### src/rtl/mips_lsu_pkg.sv
// Shared types for the MIPS32 load/store unit: access size codes, FSM state
// encoding and the wait-counter width sized for the largest timeout (255).
package mips_lsu_pkg;

   localparam int MAX_WAIT_LIMIT = 255;
   localparam int CNT_W          = $clog2(MAX_WAIT_LIMIT + 1);

   localparam logic [1:0] SZ_BYTE = 2'd0;
   localparam logic [1:0] SZ_HALF = 2'd1;
   localparam logic [1:0] SZ_WORD = 2'd2;

   typedef enum logic [1:0] {
      ST_IDLE,
      ST_ACCESS,
      ST_RESP
   } lsu_state_t;

endpackage

### src/rtl/mips_lsu_load_align.sv
// Combinational load-data lane select and sign/zero extension.
// Half accesses always take their lane from ea[1]; size 3 behaves as word.
module lsu_load_align
   import mips_lsu_pkg::*;
(
   input  logic [31:0] mem_rdata,
   input  logic [1:0]  ea_lo,
   input  logic [1:0]  size,
   input  logic        uns,
   output logic [31:0] load_data
);

   logic [7:0]  lane_b;
   logic [15:0] lane_h;

   always_comb begin
      lane_b = 8'(mem_rdata >> {ea_lo, 3'b000});
      lane_h = ea_lo[1] ? mem_rdata[31:16] : mem_rdata[15:0];
      case (size)
         SZ_BYTE: load_data = {{24{lane_b[7] & ~uns}}, lane_b};
         SZ_HALF: load_data = {{16{lane_h[15] & ~uns}}, lane_h};
         default: load_data = mem_rdata;
      endcase
   end

endmodule

### src/rtl/mips_lsu.sv
// Multi-cycle load/store unit: forms ea = base + offset and runs one ready/valid
// memory transaction per request. Define MIPS_LSU_ALIGN_CHECK_EN to trap misaligned accesses.
//
// state     | meaning
// ST_IDLE   | req_ready high, waiting for req_valid
// ST_ACCESS | mem_req high, waiting for mem_ready or timeout
// ST_RESP   | one-cycle done pulse with error flags
module mips_lsu
   import mips_lsu_pkg::*;
#(
   parameter int MAX_WAIT = 15
) (
   input  logic        clk,
   input  logic        reset_n,
   input  logic        req_valid,
   output logic        req_ready,
   input  logic        req_store,
   input  logic [1:0]  req_size,
   input  logic        req_unsigned,
   input  logic [31:0] req_base,
   input  logic [31:0] req_offset,
   input  logic [31:0] req_wdata,
   output logic        mem_req,
   output logic        mem_we,
   output logic [31:0] mem_addr,
   output logic [3:0]  mem_wstrb,
   output logic [31:0] mem_wdata,
   input  logic        mem_ready,
   input  logic [31:0] mem_rdata,
   output logic        done,
   output logic [31:0] load_data,
   output logic        addr_err,
   output logic        bus_err
);

   localparam logic [CNT_W-1:0] WAIT_LAST = CNT_W'(MAX_WAIT - 1);

   lsu_state_t       state;
   logic [1:0]       ea_lo_q;
   logic [1:0]       size_q;
   logic             uns_q;
   logic             store_q;
   logic [CNT_W-1:0] wait_cnt;

   logic [31:0] ea;
   logic [3:0]  wstrb_fmt;
   logic [31:0] wdata_fmt;
   logic        misaligned;
   logic [31:0] align_data;

   assign ea = req_base + req_offset;

   always_comb begin
      case (req_size)
         SZ_BYTE: begin
            wstrb_fmt = 4'b0001 << ea[1:0];
            wdata_fmt = {4{req_wdata[7:0]}};
         end
         SZ_HALF: begin
            wstrb_fmt = ea[1] ? 4'b1100 : 4'b0011;
            wdata_fmt = {2{req_wdata[15:0]}};
         end
         default: begin
            wstrb_fmt = 4'b1111;
            wdata_fmt = req_wdata;
         end
      endcase
      if (!req_store) wstrb_fmt = 4'b0000;
   end

`ifdef MIPS_LSU_ALIGN_CHECK_EN
   always_comb begin
      case (req_size)
         SZ_BYTE: misaligned = 1'b0;
         SZ_HALF: misaligned = ea[0];
         default: misaligned = |ea[1:0];
      endcase
   end
`else
   assign misaligned = 1'b0;
`endif

   lsu_load_align u_load_align (
      .mem_rdata (mem_rdata),
      .ea_lo     (ea_lo_q),
      .size      (size_q),
      .uns       (uns_q),
      .load_data (align_data)
   );

   always_ff @(posedge clk) begin
      if (!reset_n) begin
         state     <= ST_IDLE;
         req_ready <= 1'b1;
         mem_req   <= 1'b0;
         mem_we    <= 1'b0;
         mem_addr  <= '0;
         mem_wstrb <= '0;
         mem_wdata <= '0;
         done      <= 1'b0;
         addr_err  <= 1'b0;
         bus_err   <= 1'b0;
         load_data <= '0;
         wait_cnt  <= '0;
         ea_lo_q   <= '0;
         size_q    <= '0;
         uns_q     <= 1'b0;
         store_q   <= 1'b0;
      end else begin
         case (state)
            ST_IDLE: begin
               if (req_valid) begin
                  ea_lo_q   <= ea[1:0];
                  size_q    <= req_size;
                  uns_q     <= req_unsigned;
                  store_q   <= req_store;
                  mem_addr  <= {ea[31:2], 2'b00};
                  mem_we    <= req_store;
                  mem_wstrb <= wstrb_fmt;
                  mem_wdata <= wdata_fmt;
                  wait_cnt  <= '0;
                  req_ready <= 1'b0;
                  if (misaligned) begin
                     state    <= ST_RESP;
                     done     <= 1'b1;
                     addr_err <= 1'b1;
                  end else begin
                     state   <= ST_ACCESS;
                     mem_req <= 1'b1;
                  end
               end
            end
            ST_ACCESS: begin
               if (mem_ready) begin
                  mem_req <= 1'b0;
                  done    <= 1'b1;
                  state   <= ST_RESP;
                  if (!store_q) load_data <= align_data;
               end else begin
                  wait_cnt <= wait_cnt + 1'b1;
                  // wait_cnt counts completed idle cycles; the last one aborts
                  if (wait_cnt == WAIT_LAST) begin
                     mem_req <= 1'b0;
                     done    <= 1'b1;
                     bus_err <= 1'b1;
                     state   <= ST_RESP;
                  end
               end
            end
            ST_RESP: begin
               done      <= 1'b0;
               addr_err  <= 1'b0;
               bus_err   <= 1'b0;
               req_ready <= 1'b1;
               state     <= ST_IDLE;
            end
            default: state <= ST_IDLE;
         endcase
      end
   end

endmodule
### config.mk
export PLATFORM = sky130hd
export DESIGN_NAME = mips_lsu
export DESIGN_NICKNAME = d
export VERILOG_FILES = /design/src/rtl/mips_lsu_pkg.sv /design/src/rtl/mips_lsu_load_align.sv /design/src/rtl/mips_lsu.sv
export SDC_FILE = /design/constraint.sdc
export NUM_CORES = 1
export LEC_CHECK = 0
export ABC_AREA = 0
export ABC_CLOCK_PERIOD_IN_PS = 3000
export CAP_MARGIN = 5
export CORE_MARGIN = 4
export CORE_UTILIZATION = 46
export DETAILED_ROUTE_END_ITERATION = 8
export PLACE_DENSITY = 0.81
export SLEW_MARGIN = 20
export SYNTH_ARGS = -nofsm -noshare
export SYNTH_HDL_FRONTEND = slang
export SYNTH_SLANG_ARGS = --single-unit
### constraint.sdc
create_clock -name clk -period 3 [get_ports clk]
set_input_delay 0.45 -clock clk [delete_from_list [all_inputs] [get_ports clk]]
set_output_delay 0.45 -clock clk [all_outputs]
set_load 0.01 [all_outputs]
# After elaboration in Yosys (flattened, before gate mapping)
# Cells that the tools add are included.
# totals
register_bits	118
input_bits	136
output_inout_bits	106
elab_cells	69
# classes
add_sub_neg	2
n_eq_ne	9
shift	2
n_mux	24
n_bitwise	4
reduce_logical	14
# op_table
operator	n
one-hot mux 32 bit (2 select lines)	2
adder 32 bit	1
>> shifter 32 x 5 -> 8 bit	1
two-way mux 16 bit	1
two-way mux 8 bit	2
one-hot mux 8 bit (2 select lines)	1
AND reduction 3 bit	4
adder 8 x 1 -> 8 bit (second input constant)	1
== test 8 x 4 -> 1 bit (second input constant)	1
two-way mux 4 bit	2
one-hot mux 1 bit (2 select lines)	4
one-hot mux 4 bit (2 select lines)	1
AND reduction 2 bit	4
two-way mux 1 bit	7
== test 2 x 1 -> 1 bit (second input constant)	3
logical NOT 2 bit	3
two-way mux 2 bit	3
!= test 2 bit (second input constant)	3
nonzero test 2 bit	3
one-hot mux 2 bit (2 select lines)	1
<< shifter 1 x 2 -> 4 bit (first input constant)	1
!= test 3 bit (second input constant)	1
bitwise AND 1 bit	2
== test 2 bit (second input constant)	1
NOT 1 bit	2

# Logic depth before layout (Yosys ltp)
# Gate-level depths: netlist of the first run.
# logic_depth
depth_word	4
mapped_depth	10
mapped_depth_nobuf	10

# Cells and area by module
# A second synthesis of the first run with hierarchy kept.
# unflattened
hier_cells	893
area_unflattened_um2	6969.2
# modules_own_cells
module	n_inst	cells_per_inst	area_per_inst_um2	seq_area_each_um2
mips_lsu	1	800	6259.8	2362.3
lsu_load_align	1	93	709.4	0.0

# Worst setup path after synthesis of the first run
# No wires, ideal clock.
# synth_path
path_type	input port to flip-flop
start	input port req_base[0]
end	register mem_addr[28]
setup_time_ps	117
arrival_time_ps	2560
required_ps	2883
path_slack_ps	323
stages	10
path_buffers	0
path_cell_list	ha_1 -> inv_1 -> fa_1 -> nand2b_1 -> a21o_2 -> a31o_1 -> o211a_4 -> a2111oi_4 -> o21ai_1 -> a32o_1
# synth_via
elab_chain_cells	1
# synth_rtl
element	line	rtl
start: declaration	mips_lsu.sv:20	input logic [31:0] req_base,
adder 32 bit	mips_lsu.sv:51	assign ea = req_base + req_offset;
end signal: assignment	mips_lsu.sv:117	mem_addr <= {ea[31:2], 2'b00};
end: declaration	mips_lsu.sv:25	output logic [31:0] mem_addr,
# No other way between the ends.
# A chain may end at the register's enable or synchronous reset.

# Worst setup path after layout of the first run
# Same ends and word-level chain as after synthesis.

==> results.sh, run 1 <==
export IMPL_syn_avg_cell_area_sq_um=7.845
export IMPL_cp_slowest_stage_delay_ns=0.46
export IMPL_gp_congestion=0.9316
export IMPL_die_height_um=130.6
export IMPL_postLayoutCoreUtil_pct=69.87
export IMPL_grtUsageMet2_pct=45.09
export IMPL_drc=0
export IMPL_cts_num_sinks=118
export IMPL_synthAdderAreaFrac_pct=6.807
export IMPL_dieArea_sq_um=17050
export IMPL_layout_drive_gt1_share_pct=9.520
export IMPL_r2r_start="ea_lo_q[1]$_SDFFE_PN0P_"
export IMPL_synth_xor_xnor_area_share_pct=2.154
export IMPL_routedWlPerCell_um=17.42
export IMPL_crit_path_start="req_base[0]"
export IMPL_track_usage_pct=26.42
export IMPL_end_kind="flop"
export IMPL_insertion_delay_ns=0.41
export IMPL_fin_crit_ns=2.869
export IMPL_crit_chain="clkdlybuf4s50_1 > ha_1 > inv_1 > fa_1 > nand2b_1 > a21o_2 > a31o_1 > o211a_4 > a2111oi_4 > o21ai_1 > a32o_1"
export IMPL_timing_final_crit_share_pct=95.63
export IMPL_critPathLaunchType="primary input"
export IMPL_setup_viol=0
export IMPL_grt_pass1_wl_um=35980
export IMPL_antenna_found_initial=0
export IMPL_min_from="mem_addr[5]$_SDFFE_PN0P_"
export IMPL_num_fill_cells=1178
export IMPL_synth_compound_area_share_pct=25.83
export IMPL_postCtsSetupRepairBufs=0
export IMPL_cap_violations=0
export IMPL_ios=242
export IMPL_grt_ovfl_total=0
export IMPL_synth_cell_types=76
export IMPL_dr_pass1_iters=5
export IMPL_leakage_nw=3.975
export IMPL_hold_viol=0
export IMPL_clkTransAtPathRegs_ns=0.06
export IMPL_syn_area_sq_um=6912
export IMPL_die_w_um=130.6
export IMPL_dr_total_vias=7569
export IMPL_min_path_type="reg -> reg"
export IMPL_yosysTopAreaCellShare_pct=34.18
export IMPL_htree_levels=4
export IMPL_synth_area_leaders="dfxtp_1, a21oi_1, nand2_1, ha_1, o21ai_0"
export IMPL_yosys_area_top_type="dfxtp_1"
export IMPL_skew_ns=0.005798
export IMPL_core_area_sq_um=14640
export IMPL_grt_max_degree=53
export IMPL_synth_simple_area_share_pct=20.64
export IMPL_numCtsBuffers=17
export IMPL_tritoncts="built"
export IMPL_worst_slew_pin_slew_ns=0.7443
export IMPL_synth_seq_cells=118
export IMPL_portBuffers=238
export IMPL_power_density_nw_per_um2=513.0
export IMPL_rsz0062_at_grt="no"
export IMPL_antenna_cells=0
export IMPL_critical_path_top_delay_family="compound AO/OA/AOI/OAI gates"
export IMPL_start_util_pct=47.20
export IMPL_rows=44
export IMPL_ys_seq_area_share_pct=34.18
export IMPL_finalPower_mw=5.249
export IMPL_hpwl_um=17410
export IMPL_slew_violations=0
export IMPL_muxShareOfSynthArea_pct=5.413
export IMPL_final_net_count=1305
export IMPL_ys_flop_type="dfxtp_1"
export IMPL_critical_path_buf_inv_count=2
export IMPL_final_cell_mix="clkdlybuf4s50_1, nand2_1, dfxtp_1"
export IMPL_yosys_warnings=0
export IMPL_ir_drop_mv=0.4047
export IMPL_synth_top_family_by_area="compound AO/OA/AOI/OAI gates"
export IMPL_grt_pass1_vias=7302
export IMPL_root_buffer="clkbuf_16"
export IMPL_area_growth_pct=48.04
export IMPL_slowest_stage="clkdlybuf4s50_1"
export IMPL_cp_required_ns=3.31
export IMPL_use_met1_pct=31.20
export IMPL_finalWirelength_um=23150
export IMPL_critPathKind="in -> reg"
export IMPL_status="completed"
export IMPL_critPathArrivalTime_ns=3.18
export IMPL_use_met3_pct=7.358
export IMPL_synthArstFlopShare_pct=0
export IMPL_maxSlewHeadroom_pct=50.20
export IMPL_synth_edf_count=0
export IMPL_first_iter_violations=419
export IMPL_fmax_mhz=348.6
export IMPL_ant_nets=0
export IMPL_busiest_layer="met2"
export IMPL_clockBufferDepth=2
export IMPL_viasPerCell=5.695
export IMPL_netlist_instances=881
export IMPL_path_max_fanout=7
export IMPL_final_common_cell="clkdlybuf4s50_1"
==> what timing repair did <==
item / 4_1_cts / 5_1_grt
gates resized for setup: 0 / 1
setup endpoints to repair: 0 / 1
hold buffers: 0 / 0
==> tightest hold or removal path: stages, from the launching register on <==
cell and delay (ns):
dfxtp_1 0.30, nand2_1 0.05, a21oi_1 0.05
==> power by group <==
part / internal [mW] / switching (mW) / leakage (nW)
clock network: 1.18 / 0.733 / 0.264
logic: 0.770 / 0.768 / 2.74
registers: 1.71 / 0.0883 / 0.967
==> metrics by stage <==
stage	area (sq um)	setup TNS, ns	cells	hold WS (ns)	setup WS [ns]
6_report	10230	0	1329	0.4486	0.1312
5_1_grt	10230	0	1329	0.4696	0.03310
4_1_cts	10230	0	1329	0.4490	0.1624
3_5_place_dp	9664	-0.8463	1297	0.4429	-0.2826
3_3_place_gp	9664	-0.6661	1297	0.4348	-0.2508
2_1_floorplan	6919	0	883	0.4613	0.3226
==> state kept, by name (all words and copies together), names as in the netlist <==
name and flops:
ea_lo_q 2, mem_wstrb 4, done 1, wait_cnt 8
bus_err 1, req_ready 1, state 2, mem_req 1
size_q 2, mem_addr 30, load_data 32, mem_wdata 32
store_q 1, uns_q 1
==> cell usage after synthesis (17+ instances only) <==
cell and n:
nand2_1 134, ha_1 36, a21oi_1 108, dfxtp_1 118, nand3_1 30, o21ai_0 59
nor3_1 17, nor2_1 73, inv_1 19, mux2i_1 25, a211oi_1 26, clkbuf_1 44
==> worst paths after layout <==
check | to | slack (ns) | cells after the start
min | mem_addr[5]$_SDFFE_PN0P_ | 0.45 | 2
max reg2reg | load_data[15]$_SDFFE_PN0P_ | 0.80 | 6
min reg2reg | mem_addr[5]$_SDFFE_PN0P_ | 0.45 | 2
max | mem_addr[28]$_SDFFE_PN0P_ | 0.13 | 11
==> metal layers <==
layer,vias up,wire length (um)
met3,56,1861
met5,-,0
li1,3701,-
met4,0,704
met2,300,11220
met1,3512,9366
==> logic make-up (layout without fill, tap and decap cells) <==
logic type,after synthesis,after routing
AND/OR/NAND/NOR,315,315
buffers and inverters,79,341
adder cells (fa/ha/maj),37,37
XOR/XNOR,17,17
AO/OA/AOI/OAI,283,283
multiplexers,31,31
flip-flops,118,118
other,1,3
==> layout make-up <==
class	instances	area, sq um	share of cell area [%]
multi-input cells	686	4229	41.33
repair buffers	288	2770	27.07
flip-flops and latches	118	2362	23.09
clock buffers	20	456.7	4.463
well taps	184	230.2	2.250
clock inverters	12	105.1	1.027
inverters	21	78.83	0.7704
No activity file was read; power rests on OpenSTA's default activity.
==> run 2: changes to the inputs <==
--- a/config.mk
+++ b/config.mk
@@ -8,7 +8,7 @@
 export ABC_AREA = 0
 export ABC_CLOCK_PERIOD_IN_PS = 3000
 export CAP_MARGIN = 5
-export CORE_MARGIN = 4
+export CORE_MARGIN = 2
 export CORE_UTILIZATION = 46
 export DETAILED_ROUTE_END_ITERATION = 8
 export PLACE_DENSITY = 0.81
==> run 2 against run 1 <==
Against the previous run:
- non-clock buffer count is 5 lower
- power is 1.1% lower
- via count is 0.15% lower
- first-iteration DRC count is 33% higher
- clock skew hardly changed
- critical path type unchanged
==> results.sh, run 2 (synthesis results as in run 1) <==
export IMPL_area_growth_pct=47.41
export IMPL_hold_viol=0
export IMPL_hold_depth=2
export IMPL_critPathArrivalTime_ns=3.18
export IMPL_antenna_cells=0
export IMPL_ios=242
export IMPL_critPathLaunchType="primary input"
export IMPL_fin_crit_ns=2.866
export IMPL_hold_end="mem_addr[13]$_SDFFE_PN0P_"
export IMPL_viasPerCell=5.708
export IMPL_postCtsSetupRepairBufs=0
export IMPL_dr_total_vias=7558
export IMPL_grt_pass1_vias=7314
export IMPL_start_util_pct=47.38
export IMPL_timing_final_crit_share_pct=95.53
export IMPL_drc=0
export IMPL_status="completed"
export IMPL_ir_drop_mv=0.4099
export IMPL_clkTransAtPathRegs_ns=0.06
export IMPL_clockBufferDepth=2
export IMPL_dp_cells=1292
export IMPL_maxSlewHeadroom_pct=42.04
export IMPL_hold_buffers=0
export IMPL_final_cell_area_sq_um=10190
export IMPL_crit_chain="clkdlybuf4s50_1 > ha_2 > inv_1 > fa_1 > nand2b_4 > a21o_2 > a31o_4 > o211a_4 > a2111oi_4 > o21ai_1 > a32o_1"
export IMPL_final_net_count=1300
export IMPL_leakage_nw=3.944
export IMPL_setup_viol=0
export IMPL_num_fill_cells=1181
export IMPL_placed_area_sq_um=9627
export IMPL_hpwl_um=16490
export IMPL_routedWlPerCell_um=16.96
export IMPL_dp_slack_ns=-0.3148
export IMPL_path_max_fanout=6
export IMPL_gp_congestion=0.9829
export IMPL_grt_max_degree=74
export IMPL_finalPower_mw=5.190
export IMPL_top_regs="load_data (32), mem_wdata (32), mem_addr (30)"
export IMPL_slew_violations=0
export IMPL_ant_nets=0
export IMPL_slowest_stage="clkdlybuf4s50_1"
export IMPL_worst_slew_pin_slew_ns=0.8662
export IMPL_layout_setup_ws_ns=0.1340
export IMPL_tns_ns=0
export IMPL_critical_path_top_delay_family="compound AO/OA/AOI/OAI gates"
export IMPL_core_area_sq_um=14590
export IMPL_final_cell_mix="clkdlybuf4s50_1, nand2_1, dfxtp_1"
export IMPL_track_usage_pct=27.36
export IMPL_whs_ns=0.4511
export IMPL_finalWirelength_um=22450
export IMPL_regToRegEndpoint="wait_cnt[5]$_SDFFE_PN0P_"
export IMPL_dieArea_sq_um=16020
export IMPL_grt_ovfl_total=0
export IMPL_tritoncts="built"
export IMPL_critPathKind="in -> reg"
export IMPL_rsz0062_at_grt="no"
export IMPL_critical_path_buf_inv_count=2
export IMPL_root_buffer="clkbuf_16"
export IMPL_die_height_um=126.6
export IMPL_r2r_start="state[1]$_SDFFE_PN0P_"
export IMPL_cts_resized=0
export IMPL_antenna_found_initial=0
export IMPL_fmax_mhz=348.9
export IMPL_min_from="mem_addr[13]$_SDFFE_PN0P_"
export IMPL_rows=44
export IMPL_stdcell_count=1324
export IMPL_power_density_nw_per_um2=509.4
export IMPL_dr_pass1_iters=5
export IMPL_end_kind="flop"
export IMPL_r2r_slack_ns=0.66
export IMPL_htree_levels=4
export IMPL_layout_drive_gt1_share_pct=9.386
export IMPL_grt_pass1_wl_um=35680
export IMPL_cp_slowest_stage_delay_ns=0.47
export IMPL_portBuffers=238
export IMPL_insertion_delay_ns=0.42
export IMPL_cts_num_sinks=118
export IMPL_skew_ns=0.006044
export IMPL_die_w_um=126.6
export IMPL_min_path_type="reg -> reg"
export IMPL_cp_required_ns=3.31
export IMPL_cap_violations=0
export IMPL_postLayoutCoreUtil_pct=69.84
export IMPL_first_iter_violations=557
export IMPL_r2r_cells=8
export IMPL_final_common_cell="clkdlybuf4s50_1"
export IMPL_numCtsBuffers=17
run 2: worst max path at each step:
stage,depth (start not counted),slack (ns),startpoint,end
finish,11,0.13,req_base[0],mem_addr[28]$_SDFFE_PN0P_
global route,11,0.009,req_base[0],mem_addr[28]$_SDFFE_PN0P_
CTS,11,0.12,req_base[0],mem_addr[28]$_SDFFE_PN0P_
detailed placement,11,-0.31,req_base[0],mem_addr[28]$_SDFFE_PN0P_
global placement,11,-0.25,req_base[0],mem_addr[28]$_SDFFE_PN0P_
floorplan,10,0.32,req_base[0],mem_addr[28]$_SDFFE_PN0P_
run 2: worst reg2reg max path, delay by kind of cell, from the launching register on:
kind | cells | cell delay [ns]
buffers and inverters | 1 | 0.09
adder cells (fa/ha/maj) | 1 | 0.38
AND/OR/NAND/NOR | 4 | 0.62
AO/OA/AOI/OAI | 1 | 0.65
flip-flops | 1 | 0.32
XOR/XNOR | 1 | 0.15
run 2: power by group:
part / switching (mW) / leakage [nW] / internal [mW] / total, mW
Sequential: 0.0901 / 0.967 / 1.71 / 1.80
Clock: 0.788 / 0.251 / 1.08 / 1.87
Combinational: 0.759 / 2.73 / 0.761 / 1.52
run 2: metal layers:
layer  routed length [um]  global-route usage, %  part of all wire [%]  vias up
li1                     -                      -                     -     3687
met1                 9151                  33.54                    41     3451
met2                10740                  46.46                    48      372
met3                 1941                  6.116                   8.6       48
met4                  622                  11.18                   2.8        0
met5                    0                      0                     0        -
run 2: layout make-up:
cell class	count	area, sq um	share of cell area, %
Clock inverter	14	103.9	1.019
Tap cell	184	230.2	2.260
Clock buffer	18	439.2	4.310
Timing Repair Buffer	283	2733	26.82
Inverter	21	78.83	0.7737
Sequential cell	118	2362	23.19
Multi-Input combinational cell	686	4242	41.63
